==> src/rtl/mmio_uart_tx_pkg.sv <==
// Shared types and constants for the memory-mapped UART transmitter.
// Holds FSM encodings, status bit positions and the status word builder.
package mmio_uart_tx_pkg;

    typedef enum logic [1:0] {
        IDLE  = 2'd0,
        START = 2'd1,
        DATA  = 2'd2,
        STOP  = 2'd3
    } state_e;

    localparam int ST_EMPTY    = 4;
    localparam int ST_FULL     = 5;
    localparam int ST_BUSY     = 6;
    localparam int ST_OVF      = 7;
    localparam int CLR_OVF_BIT = 31;
    localparam int BAUD_W      = 16;

    function automatic logic [31:0] status_word(
        input logic [3:0] cnt,
        input logic       empty,
        input logic       full,
        input logic       busy,
        input logic       ovf
    );
        logic [31:0] w;
        w           = '0;
        w[3:0]      = cnt;
        w[ST_EMPTY] = empty;
        w[ST_FULL]  = full;
        w[ST_BUSY]  = busy;
        w[ST_OVF]   = ovf;
        return w;
    endfunction

endpackage

==> src/rtl/mmio_uart_tx_sync_fifo.sv <==
// Pointer-based synchronous FIFO with occupancy count.
// Push when full and pop when empty are silently ignored.
module sync_fifo #(
    parameter int WIDTH = 8,
    parameter int DEPTH = 4
) (
    input  logic                     clk_i,
    input  logic                     rst_ni,
    input  logic                     push_i,
    input  logic [WIDTH-1:0]         data_i,
    input  logic                     pop_i,
    output logic [WIDTH-1:0]         data_o,
    output logic [$clog2(DEPTH):0]   count_o,
    output logic                     full_o,
    output logic                     empty_o
);

    localparam int AW = $clog2(DEPTH);
    localparam logic [AW:0] FULL_CNT = DEPTH[AW:0];

    logic [WIDTH-1:0] mem_q [DEPTH];
    logic [AW-1:0]    wr_ptr_q;
    logic [AW-1:0]    rd_ptr_q;
    logic [AW:0]      count_q;
    logic             do_push;
    logic             do_pop;

    assign full_o  = (count_q == FULL_CNT);
    assign empty_o = (count_q == '0);
    assign do_push = push_i && !full_o;
    assign do_pop  = pop_i && !empty_o;
    assign data_o  = mem_q[rd_ptr_q];
    assign count_o = count_q;

    always_ff @(posedge clk_i) begin
        if (!rst_ni) begin
            wr_ptr_q <= '0;
            rd_ptr_q <= '0;
            count_q  <= '0;
        end else begin
            if (do_push) begin
                wr_ptr_q <= wr_ptr_q + 1'b1;
            end
            if (do_pop) begin
                rd_ptr_q <= rd_ptr_q + 1'b1;
            end
            unique case ({do_push, do_pop})
                2'b10:   count_q <= count_q + 1'b1;
                2'b01:   count_q <= count_q - 1'b1;
                default: count_q <= count_q;
            endcase
        end
    end

    // Storage needs no reset; pointers define validity.
    always_ff @(posedge clk_i) begin
        if (do_push) begin
            mem_q[wr_ptr_q] <= data_i;
        end
    end

endmodule

==> src/rtl/mmio_uart_tx.sv <==
// Memory-mapped 8N1 UART transmitter with a small transmit FIFO.
// Stores enqueue bytes; loads return a status word for polling.
module mmio_uart_tx
    import mmio_uart_tx_pkg::*;
#(
    parameter int CLKS_PER_BIT = 16,
    parameter int FIFO_DEPTH   = 4
) (
    input  logic        clk,
    input  logic        reset_n,
    input  logic        we,
    input  logic [31:0] writedata,
    output logic [31:0] readdata,
    output logic        tx
);

    localparam int CW = $clog2(FIFO_DEPTH) + 1;
    localparam logic [BAUD_W-1:0] BAUD_MAX = BAUD_W'(CLKS_PER_BIT - 1);

    state_e            state_q;
    state_e            state_d;
    logic [BAUD_W-1:0] baud_q;
    logic [BAUD_W-1:0] baud_d;
    logic [2:0]        bit_q;
    logic [2:0]        bit_d;
    logic [7:0]        shift_q;
    logic [7:0]        shift_d;
    logic              tx_q;
    logic              tx_d;
    logic              ovf_q;
    logic              ovf_d;

    logic [CW-1:0]     fifo_cnt;
    logic [7:0]        fifo_data;
    logic              fifo_full;
    logic              fifo_empty;
    logic              is_clr;
    logic              push;
    logic              pop;
    logic              baud_last;
    logic              unused_wdata;

    assign is_clr       = writedata[CLR_OVF_BIT];
    assign push         = we && !is_clr;
    assign baud_last    = (baud_q == BAUD_MAX);
    assign unused_wdata = ^writedata[30:8];

    sync_fifo #(
        .WIDTH (8),
        .DEPTH (FIFO_DEPTH)
    ) u_fifo (
        .clk_i   (clk),
        .rst_ni  (reset_n),
        .push_i  (push),
        .data_i  (writedata[7:0]),
        .pop_i   (pop),
        .data_o  (fifo_data),
        .count_o (fifo_cnt),
        .full_o  (fifo_full),
        .empty_o (fifo_empty)
    );

    always_ff @(posedge clk) begin
        if (!reset_n) begin
            state_q <= IDLE;
        end else begin
            state_q <= state_d;
        end
    end

    always_comb begin
        state_d = state_q;
        unique case (state_q)
            IDLE: begin
                if (!fifo_empty) state_d = START;
            end
            START: begin
                if (baud_last) state_d = DATA;
            end
            DATA: begin
                if (baud_last && bit_q == 3'd7) state_d = STOP;
            end
            STOP: begin
                if (baud_last) state_d = fifo_empty ? IDLE : START;
            end
            default: state_d = IDLE;
        endcase
    end

    // tx_d follows the state being entered so the line is registered.
    always_comb begin
        pop  = 1'b0;
        tx_d = 1'b1;
        unique case (state_q)
            IDLE:    pop = !fifo_empty;
            STOP:    pop = baud_last && !fifo_empty;
            default: pop = 1'b0;
        endcase
        unique case (state_d)
            START:   tx_d = 1'b0;
            DATA:    tx_d = shift_d[0];
            default: tx_d = 1'b1;
        endcase
    end

    always_comb begin
        baud_d  = baud_q;
        bit_d   = bit_q;
        shift_d = shift_q;
        ovf_d   = ovf_q;
        if (pop) begin
            baud_d  = '0;
            bit_d   = '0;
            shift_d = fifo_data;
        end else if (state_q == IDLE || baud_last) begin
            baud_d = '0;
            if (state_q == DATA) begin
                bit_d   = bit_q + 1'b1;
                shift_d = {1'b0, shift_q[7:1]};
            end
        end else begin
            baud_d = baud_q + 1'b1;
        end
        if (we) begin
            if (is_clr) begin
                ovf_d = 1'b0;
            end else if (fifo_full) begin
                ovf_d = 1'b1;
            end
        end
    end

    always_ff @(posedge clk) begin
        if (!reset_n) begin
            baud_q  <= '0;
            bit_q   <= '0;
            shift_q <= '0;
            tx_q    <= 1'b1;
            ovf_q   <= 1'b0;
        end else begin
            baud_q  <= baud_d;
            bit_q   <= bit_d;
            shift_q <= shift_d;
            tx_q    <= tx_d;
            ovf_q   <= ovf_d;
        end
    end

    assign tx       = tx_q;
    assign readdata = status_word(4'(fifo_cnt), fifo_empty, fifo_full,
                                  state_q != IDLE, ovf_q);

endmodule

==> config.mk <==
export PLATFORM = sky130hd
export DESIGN_NAME = mmio_uart_tx
export DESIGN_NICKNAME = d
export VERILOG_FILES = /design/src/rtl/mmio_uart_tx_pkg.sv /design/src/rtl/mmio_uart_tx_sync_fifo.sv /design/src/rtl/mmio_uart_tx.sv
export SDC_FILE = /design/constraint.sdc
export NUM_CORES = 1
export LEC_CHECK = 0
export ABC_AREA = 1
export BUFFER_PORTS_ARGS = -buffer_cell sky130_fd_sc_hd__buf_2
export CORE_MARGIN = 8
export CORE_UTILIZATION = 47
export DETAILED_ROUTE_END_ITERATION = 8
export HOLD_SLACK_MARGIN = 0.1
export PLACE_DENSITY = 0.72
export SYNTH_ARGS = -nofsm -noshare
export SYNTH_HDL_FRONTEND = slang
export SYNTH_SLANG_ARGS = --single-unit
==> constraint.sdc <==
create_clock -name clk -period 2.1 [get_ports clk]
set_input_delay 0.42 -clock clk [delete_from_list [all_inputs] [get_ports clk]]
set_output_delay 0.42 -clock clk [all_outputs]
set_load 0.01 [all_outputs]
==> impl_results.md, run 1 <==
- Cts hold-fix bufs: 0
- Achievable Freq: 514.7 MHz
- Ys async rst share: 0
- Sequential power share: 0.381
- Outcome: finished clean
- Final Hold Fails: 0
- Clk_lat worst skew: 350 ps
- Area share of the largest cell type after synthesis: 0.2768
- Hold WS: 276.3 ps
- CTS max path bufs: 2
- Cells after Synth: 380
- Sw Pwr: 1.726 mW
- Maxcap violations: 0
- Vias: 2481
- Crit start category: flip-flop
- Fin Clk Skew: 10.89 ps
- Yosys top cell by area: edfxtp_1
- Hold Path Origin: writedata[2]
- Req. time, crit path: 2390 ps
- Number of synthesized flops with an enable pin: 32
- # clock sinks: 72
- Synth area leaders: edfxtp_1 (28%), dfxtp_1 (23%), buf_4 (6.1%)
- FP Rows: 31
- Layout Utilization: 0.5427
- Iter 0 DRT Violations: 118
- Max-slew violations: 0
- Switching share of power: 0.3755
- Final setup viols: 0
- Placed insts: 503
- CTS clk-pin slew, worst paths: 90 ps
- P_int: 2.871 mW
- Lkg Pwr: 1.575 nW
- CP max FO: 4
- Post-DR wirelength/cell: 12.08 um
- P&R area growth vs syn: 12.76%
- Synth warn: 0
- Arr. time, crit path: 2230 ps
- Diodes inserted: 0
- Number of global-route vias before repair: 2323
- Crit end category: flip-flop
- DRC violations left: 0
- Final WL: 6280 um
- Post-layout min period: 1943 ps
- Share of cells above drive strength 1: 0.2138
- Sequential share of the synthesized area: 0.5074
- Die area: 10390 um^2
- Layout Cells excl Fill: 520
- Slew headroom: 0.4967
- Combinational Power Share: 0.369
- Max VDD drop: 0.6630 mV
- TritonCTS clock tree: yes
- Avg Vias per Cell: 4.771
- Crit path from: state_q[1]$_SDFF_PN0_
- # nets final: 465
- GRT Overall Usage: 0.1249
- Main flop type after synthesis: dfxtp_1
- Initial antenna violation count: 0
- Top Ports: 68
- Root Buffer: clkbuf_8
- First-pass GRT wire length: 10210 um
- Synth unique cells: 45
- Largest net degree at the start of global routing: 17
- Commonest cells after routing, fill and taps aside: nor2_1 (52), nand2_1 (52), dfxtp_1 (36)
- I/O Buffers: 19
- Initial core utilization: 0.4813
- Die outline height: 102.0 um
- Total grt overflow: 0
- DRT Pass-1 Iters: 6
- Avg Cell Area, Syn: 9.137 um^2
- Core area: 7214 um^2
- Register Area: 1767 um^2
- Synthesized area: 3472 um^2
- Clock Power Share: 0.250
- Antenna-violating nets left: 0
- CTS H-Tree Depth: 3
- R2r startpoint: state_q[1]$_SDFF_PN0_
- Chip width: 102.0 um
- GP Congestion: 0.7696
- Area of the multi-input gates: 1435 um^2
- Cell Pwr Density: 1174 nW/um^2
- Register bit total from synthesis: 72
- Post-DP HPWL: 4487 um
- CTS Buf Count: 9
- WS Path Type: flip-flop to flip-flop
- Slew @ Worst Pin: 752.2 ps
- Filler instances: 648
- Final period util: 0.9252
- Worst min path class: input pin to flip-flop
path summary, 6_finish.rpt:
path,endpoint,slack (ps),depth (start not counted)
worst max-delay path,u_fifo.count_o[2]$_SDFFE_PN0P_,160,12
worst min-delay path,u_fifo.mem_q[2][2]$_DFFE_PP_,280,1
worst max register to register,u_fifo.count_o[2]$_SDFFE_PN0P_,160,12
worst min register to register,ovf_q$_SDFFE_PN0P_,470,2
logic make-up after synthesis:
| logic type | Yosys count | synth area share |
|---|---|---|
| compound gates | 71 | 0.1157 |
| buf+inv | 74 | 0.1178 |
| xor+xnor | 3 | 0.007569 |
| fa+ha+maj | 14 | 0.05261 |
| flops | 72 | 0.5074 |
| simple gates | 145 | 0.1978 |
| other cells | 1 | 0.001080 |
worst max-delay path, stage by stage (launching register included):
cell and delay, ps:
dfxtp_2 370, inv_2 60, ha_4 170, nor2_4 120, nor3_4 60, nand2_4 80, clkinv_4 50, ha_2 180
fa_2 330, a21oi_1 130, o21a_1 140, o21ai_0 70, a21oi_1 120
what timing repair did:
action                                  in CTS  in global routing
endpoints found under the setup margin       1                  2
buffers inserted                             0                  1
endpoints found under the hold margin        0                  0
gates resized for setup                      2                 12
pin swaps                                    0                  2
layout make-up:
cell class | instances | share of cell area
Clock buffer | 9 | 0.03164
Tap cell | 99 | 0.03164
Multi-Input combinational cell | 258 | 0.3666
Clock inverter | 7 | 0.02141
Inverter | 37 | 0.03675
Sequential cell | 72 | 0.4513
Timing Repair Buffer | 38 | 0.06072
cells in the mapped netlist (2+ instances only):
| cell | count |
|---|---|
| nand2_1 | 52 |
| buf_4 | 28 |
| buf_2 | 4 |
| o21ai_2 | 2 |
| nor3_2 | 3 |
| nor3_4 | 2 |
| ha_1 | 13 |
| nand4_1 | 9 |
| a31oi_1 | 8 |
| o21ai_0 | 27 |
| nand2_2 | 5 |
| nor2_2 | 2 |
| dfxtp_1 | 40 |
| o22ai_1 | 7 |
| xnor2_1 | 2 |
| nor3_1 | 3 |
| nand3_1 | 6 |
| clkbuf_1 | 2 |
| buf_6 | 2 |
| a21oi_1 | 19 |
| o21ai_1 | 2 |
| a21oi_2 | 2 |
| edfxtp_1 | 32 |
| nor2_1 | 53 |
| inv_1 | 35 |
power groups by stage:
stage	logic, mW	clock network, mW	registers [mW]
floorplan	1.23	0	1.78
global placement	1.56	0	1.77
detailed placement	1.60	0	1.78
CTS	1.61	1.18	1.75
global route	1.92	1.24	1.77
finish	1.69	1.15	1.75
layer usage:
layer	vias up	GRT usage	wire length, um	share of wire
li1	1293	-	-	-
met2	53	0.2143	3033	0.48
met1	1122	0.1392	2732	0.44
met3	13	0.03202	400	0.064
met5	-	0	0	0
met4	0	0.06659	113	0.018
through the flow:
step	power, mW	setup TNS, ps	instance area, um^2	worst slack (ps)
after global routing	4.930	-6.272	3915	-6.272
after CTS	4.539	0	3871	1.899
after floorplan	3.017	-27.21	3572	-27.21
after detailed placement	3.380	-1.741	3661	-1.741
after global placement	3.336	0	3661	47.26
final	4.597	0	3915	157.0
registers in the layout (all words and copies together), names as in the netlist, named ones only:
register,cells
baud_q,16
state_q,2
tx,1
ovf_q,1
u_fifo.count_o,3
bit_q,3
shift_q,8
u_fifo.wr_ptr_q,2
u_fifo.mem_q,32
u_fifo.rd_ptr_q,2
No activity file was read; power rests on OpenSTA's default activity.
==> run 2, diff against run 1 <==
PLACE_DENSITY = 0.7   (was 0.72)
clock period = 2.38 ns   (was 2.1 ns; I/O delays follow)
==> run 2 against run 1 <==
Effect of this change:
- worst setup slack worse by 16 ps
- core utilization down 1.9 points
- clock power down 22%
- hold slack better by 59 ps
- combinational power down 22%
- fmax down 13%
- die area unchanged
==> impl_results.md, run 2 (synthesis gave the netlist of run 1 again) <==
- CTS Buf Count: 9 (unchanged)
- Die outline height: 102.0 um (unchanged)
- DRC violations left: 0 (unchanged)
- DRT Pass-1 Iters: 4 (-2)
- RR Endpoint: u_fifo.count_o[2]$_SDFFE_PN0P_
- Worst Reg-to-Reg Cells: 12 (unchanged)
- Hold WS: 335.2 ps (+58.86 ps)
- P_int: 2.308 mW (-20%)
- Slowest-stage cell, CP: fa_1
- Post-DR wirelength/cell: 11.89 um (-1.6%)
- I/O Buffers: 19 (unchanged)
- Die area: 10390 um^2 (unchanged)
- Commonest cells after routing, fill and taps aside: nor2_1 (53), nand2_1 (52), dfxtp_1 (39)
- Share of cells above drive strength 1: 0.1727 (-0.04103)
- CTS resizes: 0 (-2)
- Crit start category: flip-flop
- Initial antenna violation count: 0 (unchanged)
- Lkg Pwr: 1.512 nW (-4.0%)
- Total grt overflow: 0 (unchanged)
- Avg Vias per Cell: 4.755 (-0.34%)
- Number of global-route vias before repair: 2161 (-7.0%)
- Max VDD drop: 0.6162 mV (-7.1%)
- Iter 0 DRT Violations: 119 (+0.85%)
- Total power: 3.776 mW (-18%)
- Core area: 7214 um^2 (unchanged)
- Maxcap violations: 0 (unchanged)
- Critical path's top delay family: adder cells
- Vias: 2425 (-2.3%)
- First-pass GRT wire length: 9653 um (-5.4%)
- Worst hold stages: 2 (+1)
- CTS H-Tree Depth: 3 (unchanged)
- Filler instances: 674 (+4.0%)
- Arr. time, crit path: 2520 ps (+290 ps)
- TritonCTS clock tree: yes
- Flop2flop setup slack: 140 ps (-20 ps)
- Most common cell after layout, fill and taps aside: nor2_1
- Cts hold-fix bufs: 0 (unchanged)
- Biggest register: u_fifo.mem_q
- Stages on the worst setup path: 12 (unchanged)
- CP max FO: 9 (+5)
- GP Congestion: 0.8320 (+8.1%)
- CP bufs+invs: 2 (unchanged)
- Crit path largest cell delay: 400 ps (+30 ps)
- GRT Overall Usage: 0.1188 (-0.006041)
- Req. time, crit path: 2660 ps (+270 ps)
- Clock Power Share: 0.237 (-0.013)
- Crit path from: state_q[1]$_SDFF_PN0_
- Initial core utilization: 0.4813 (unchanged)
- Register Area: 1763 um^2 (-0.21%)
- Final period util: 0.9409 (+0.01573)
- Final setup viols: 0 (unchanged)
- # nets final: 455 (-2.2%)
- Outcome: finished clean
- CTS max path bufs: 2 (unchanged)
- Slew @ Worst Pin: 519.3 ps (-232.9 ps)
- CP cell instances: inv_1 > ha_1 > nor2_1 > nor3_2 > nand2_2 > clkinv_4 > ha_2 > fa_1 > a21oi_2 > o21a_1 > o21ai_0 > a21oi_1
- Largest net degree at the start of global routing: 17 (unchanged)
- # clock sinks: 72 (unchanged)
- Combinational Power Share: 0.347 (-0.022)
- Chip width: 102.0 um (unchanged)
- P&R area growth vs syn: 8.901%
- Area of the multi-input gates: 1403 um^2 (-2.3%)
- R2r startpoint: state_q[1]$_SDFF_PN0_
- Setup WS post-layout: 140.5 ps (-16.49 ps)
- Final WL: 6063 um (-3.5%)
- Max-slew violations: 0 (unchanged)
- Final Hold Fails: 0 (unchanged)
- Sw Pwr: 1.467 mW (-15%)
- Crit end category: flip-flop
- Worst min path class: input pin to flip-flop
- Antenna-violating nets left: 0 (unchanged)
- Diodes inserted: 0 (unchanged)
- Post-CTS setup buffer count: 0 (unchanged)
- Clk_lat worst skew: 340 ps (about the same)
- Cell Pwr Density: 998.6 nW/um^2 (-15%)
- Sequential power share: 0.416 (+0.035)
- Slew headroom: 0.6538 (+0.1571)
- Worst slack, placed: 112.3 ps (+114.0 ps)
- Post-layout min period: 2239 ps (+296.5 ps)
- Root Buffer: clkbuf_8
- Number of flip-flops under the largest register name: 32 (unchanged)
- Switching share of power: 0.3886 (+0.01317)
- Post-DP HPWL: 4378 um (-2.4%)
- Critical Path End: u_fifo.count_o[2]$_SDFFE_PN0P_
- Achievable Freq: 446.5 MHz (-13%)
- Fin Clk Skew: 8.013 ps (-2.880 ps)
- Top Ports: 68 (unchanged)
- FP Rows: 31 (unchanged)
- Largest registers: u_fifo.mem_q x32, baud_q x16, shift_q x8
- CTS clk-pin slew, worst paths: 80 ps (about the same)
- WS Path Type: flip-flop to flip-flop
run 2: worst min-delay path by stage:
| stage | slack (ps) | startpoint | end |
|---|---|---|---|
| 6_report | 340 | writedata[31] | ovf_q$_SDFFE_PN0P_ |
| 5_1_grt | 320 | writedata[4] | u_fifo.mem_q[2][4]$_DFFE_PP_ |
| 3_3_place_gp | 450 | baud_q[0]$_SDFF_PP0_ | baud_q[0]$_SDFF_PP0_ |
| 3_5_place_dp | 460 | baud_q[0]$_SDFF_PP0_ | baud_q[0]$_SDFF_PP0_ |
| 4_1_cts | 330 | writedata[31] | ovf_q$_SDFFE_PN0P_ |
| 2_1_floorplan | 430 | baud_q[0]$_SDFF_PP0_ | baud_q[0]$_SDFF_PP0_ |
run 2: layout make-up:
class	instances	share of cell area
repair buffers	28	0.04302
inverters	37	0.03805
flip-flops and latches	72	0.4662
well taps	99	0.03276
clock buffers	9	0.03276
multi-input cells	258	0.3709
clock inverters	7	0.01621
run 2: stage by stage:
step / cells / area (um^2) / util / TNS, ps
5_1_grt: 510 / 3781 / 0.5241 / -21.34
3_3_place_gp: 494 / 3583 / 0.4967 / 0
2_1_floorplan: 404 / 3562 / - / 0
4_1_cts: 510 / 3769 / 0.5224 / 0
3_5_place_dp: 494 / 3583 / 0.4967 / 0
6_report: 510 / 3781 / 0.5241 / 0
run 2: per-layer routing:
layer	global-route usage	vias up	routed length, um
met5	0	-	0
met3	0.03951	8	390
met2	0.2093	47	3023
met4	0.04740	0	87
li1	-	1272	-
met1	0.1284	1098	2561
run 2: power by group through the flow:
stage | clock, mW | sequential, mW | combinational (mW)
2_1_floorplan | 0 | 1.57 | 1.06
3_3_place_gp | 0 | 1.59 | 1.25
3_5_place_dp | 0 | 1.60 | 1.27
4_1_cts | 0.916 | 1.57 | 1.28
5_1_grt | 0.967 | 1.59 | 1.49
6_report | 0.896 | 1.57 | 1.31
==> run 3, diff against run 2 <==
CORE_ASPECT_RATIO = 1.2   (was not set)
clock period = 2.6 ns   (was 2.38 ns; I/O delays follow)
==> run 3 against run 2 <==
Effect of this change:
- core utilization is 0.22 points higher
- non-clock buffer count is 2 lower
- fmax is 0.65% lower
- wire length is 3.4% higher
- critical endpoint unchanged
- largest power group unchanged
- highest routed layer unchanged
==> impl_results.md, run 3 (synthesis gave the netlist of run 1 again) <==
- Outcome: finished clean
- Final Hold Fails: 0 (unchanged)
- Avg Vias per Cell: 4.972 (+4.6%)
- Worst min path class: input pin to flip-flop
- Initial core utilization: 0.4829 (+0.001675)
- Biggest register: u_fifo.mem_q
- Crit end category: flip-flop
- Sequential power share: 0.400 (-0.016)
- GP Congestion: 0.7600 (-8.7%)
- CTS Buf Count: 9 (unchanged)
- DRC violations left: 0 (unchanged)
- Cts hold-fix bufs: 0 (unchanged)
- Hold WS: 376.1 ps (+40.97 ps)
- Unrepaired setup endpoints after global routing: false
- Placed insts: 483 (-2.2%)
- Total power: 3.616 mW (-4.2%)
- Diodes inserted: 0 (unchanged)
- Post-DP HPWL: 4463 um (+1.9%)
- Finished Cell Area: 3784 um^2 (about the same)
- Chip width: 94.46 um (-7.3%)
- Post-DR wirelength/cell: 12.56 um (+5.7%)
- Combinational Power Share: 0.323 (-0.024)
- CTS H-Tree Depth: 3 (unchanged)
- Share of cells above drive strength 1: 0.1589 (-0.01383)
- Iter 0 DRT Violations: 113 (-5.0%)
- Slew headroom: 0.6509 (-0.002977)
- P_int: 2.281 mW (-1.2%)
- Filler instances: 670 (-0.59%)
- Top Ports: 68 (unchanged)
- Antenna-violating nets left: 0 (unchanged)
- Placed Area: 3557 um^2 (-0.73%)
- Root Buffer: clkbuf_8
- Crit path from: state_q[0]$_SDFF_PN0_
- Hold Path Origin: writedata[4]
- Arr. time, crit path: 2540 ps (+20 ps)
- Layout Utilization: 0.5263 (+0.002172)
- Clock Power Share: 0.277 (+0.040)
- Setup TNS: 0 ps (unchanged)
- Lkg Pwr: 1.524 nW (+0.83%)
- Fin Clk Skew: 7.244 ps (-0.7688 ps)
- Maxcap violations: 0 (unchanged)
- Final period util: 0.8670 (-0.07398)
- Clk_lat worst skew: 350 ps (about the same)
- Core area: 7189 um^2 (-0.35%)
- Number of flip-flops under the largest register name: 32 (unchanged)
- Area of the multi-input gates: 1391 um^2 (-0.80%)
- Req. time, crit path: 2890 ps (+230 ps)
- WS Path Type: flip-flop to flip-flop
- # nets final: 453 (-0.44%)
- Largest registers: u_fifo.mem_q x32, baud_q x16, shift_q x8
- Register Area: 1762 um^2 (about the same)
- Setup WS post-layout: 345.9 ps (+205.3 ps)
- Max VDD drop: 0.5035 mV (-18%)
- # clock sinks: 72 (unchanged)
- Number of global-route vias before repair: 2371 (+9.7%)
- CTS clk-pin slew, worst paths: 80 ps (about the same)
- Most common cell after layout, fill and taps aside: nor2_1
- Commonest cells after routing, fill and taps aside: nor2_1 (53), nand2_1 (52), dfxtp_1 (40)
- Initial antenna violation count: 0 (unchanged)
- Switching share of power: 0.3693 (-0.01935)
- Slew @ Worst Pin: 523.7 ps (+4.465 ps)
- Cell Pwr Density: 955.8 nW/um^2 (-4.3%)
- Worst slack, placed: 363.4 ps (+251.2 ps)
- Flop2flop setup slack: 350 ps (+210 ps)
- Sw Pwr: 1.336 mW (-9.0%)
- GRT Overall Usage: 0.1277 (+0.008887)
- I/O Buffers: 19 (unchanged)
- First-pass GRT wire length: 10280 um (+6.5%)
- Layout Cells excl Fill: 499 (-2.2%)
- P&R area growth vs syn: 8.973% (about the same)
- CTS resizes: 0 (unchanged)
- Final WL: 6268 um (+3.4%)
- Crit start category: flip-flop
- Post-CTS setup buffer count: 0 (unchanged)
- Total grt overflow: 0 (unchanged)
- Die outline height: 110.2 um (+8.0%)
- Largest net degree at the start of global routing: 17 (unchanged)
- Die area: 10410 um^2 (+0.11%)
- R2r startpoint: state_q[0]$_SDFF_PN0_
- CP max FO: 9 (unchanged)
- Final setup viols: 0 (unchanged)
- DRT Pass-1 Iters: 6 (+2)
- TritonCTS clock tree: yes
- CTS max path bufs: 2 (unchanged)
- Max-slew violations: 0 (unchanged)
- Achievable Freq: 443.6 MHz (-0.65%)
- Post-layout min period: 2254 ps (+14.66 ps)
- Vias: 2481 (+2.3%)
- FP Rows: 34 (+9.7%)
-- run 3: layer usage --
layer | GRT usage | wire (um) | vias to the layer above
li1 | - | - | 1268
met1 | 0.1279 | 2664 | 1147
met2 | 0.2299 | 3144 | 53
met3 | 0.03862 | 299 | 13
met4 | 0.07374 | 159 | 0
met5 | 0 | 0 | -
-- run 3: worst max-delay path, cell delays in order, from the launching register on --
cell and delay (ps):
dfxtp_1 410, inv_1 100, ha_1 210, inv_1 130
nand2_4 70, nand2_2 90, clkinv_4 90, ha_1 230
fa_1 380, a21oi_1 130, o21a_1 150, o21ai_0 70
a21oi_1 120
-- run 3: worst paths after layout --
path | end | cells after the start
setup reg to reg | u_fifo.count_o[2]$_SDFFE_PN0P_ | 12
hold / removal | u_fifo.mem_q[3][4]$_DFFE_PP_ | 1
setup / recovery | u_fifo.count_o[2]$_SDFFE_PN0P_ | 12
hold reg to reg | shift_q[7]$_SDFFE_PN0P_ | 2
-- run 3: cell type report --
type,count,area share
Tap cell,90,0.02976
Timing Repair Buffer,26,0.03902
Sequential cell,72,0.4656
Multi-Input combinational cell,258,0.3677
Clock buffer,9,0.03274
Inverter,37,0.03803
Clock inverter,7,0.02712
-- run 3: power by group through the flow --
stage / combinational, mW / clock, mW / sequential, mW
global route: 1.32 / 1.06 / 1.47
detailed placement: 1.16 / 0 / 1.47
floorplan: 0.969 / 0 / 1.44
CTS: 1.17 / 1.02 / 1.45
global placement: 1.13 / 0 / 1.47
finish: 1.17 / 1.00 / 1.45
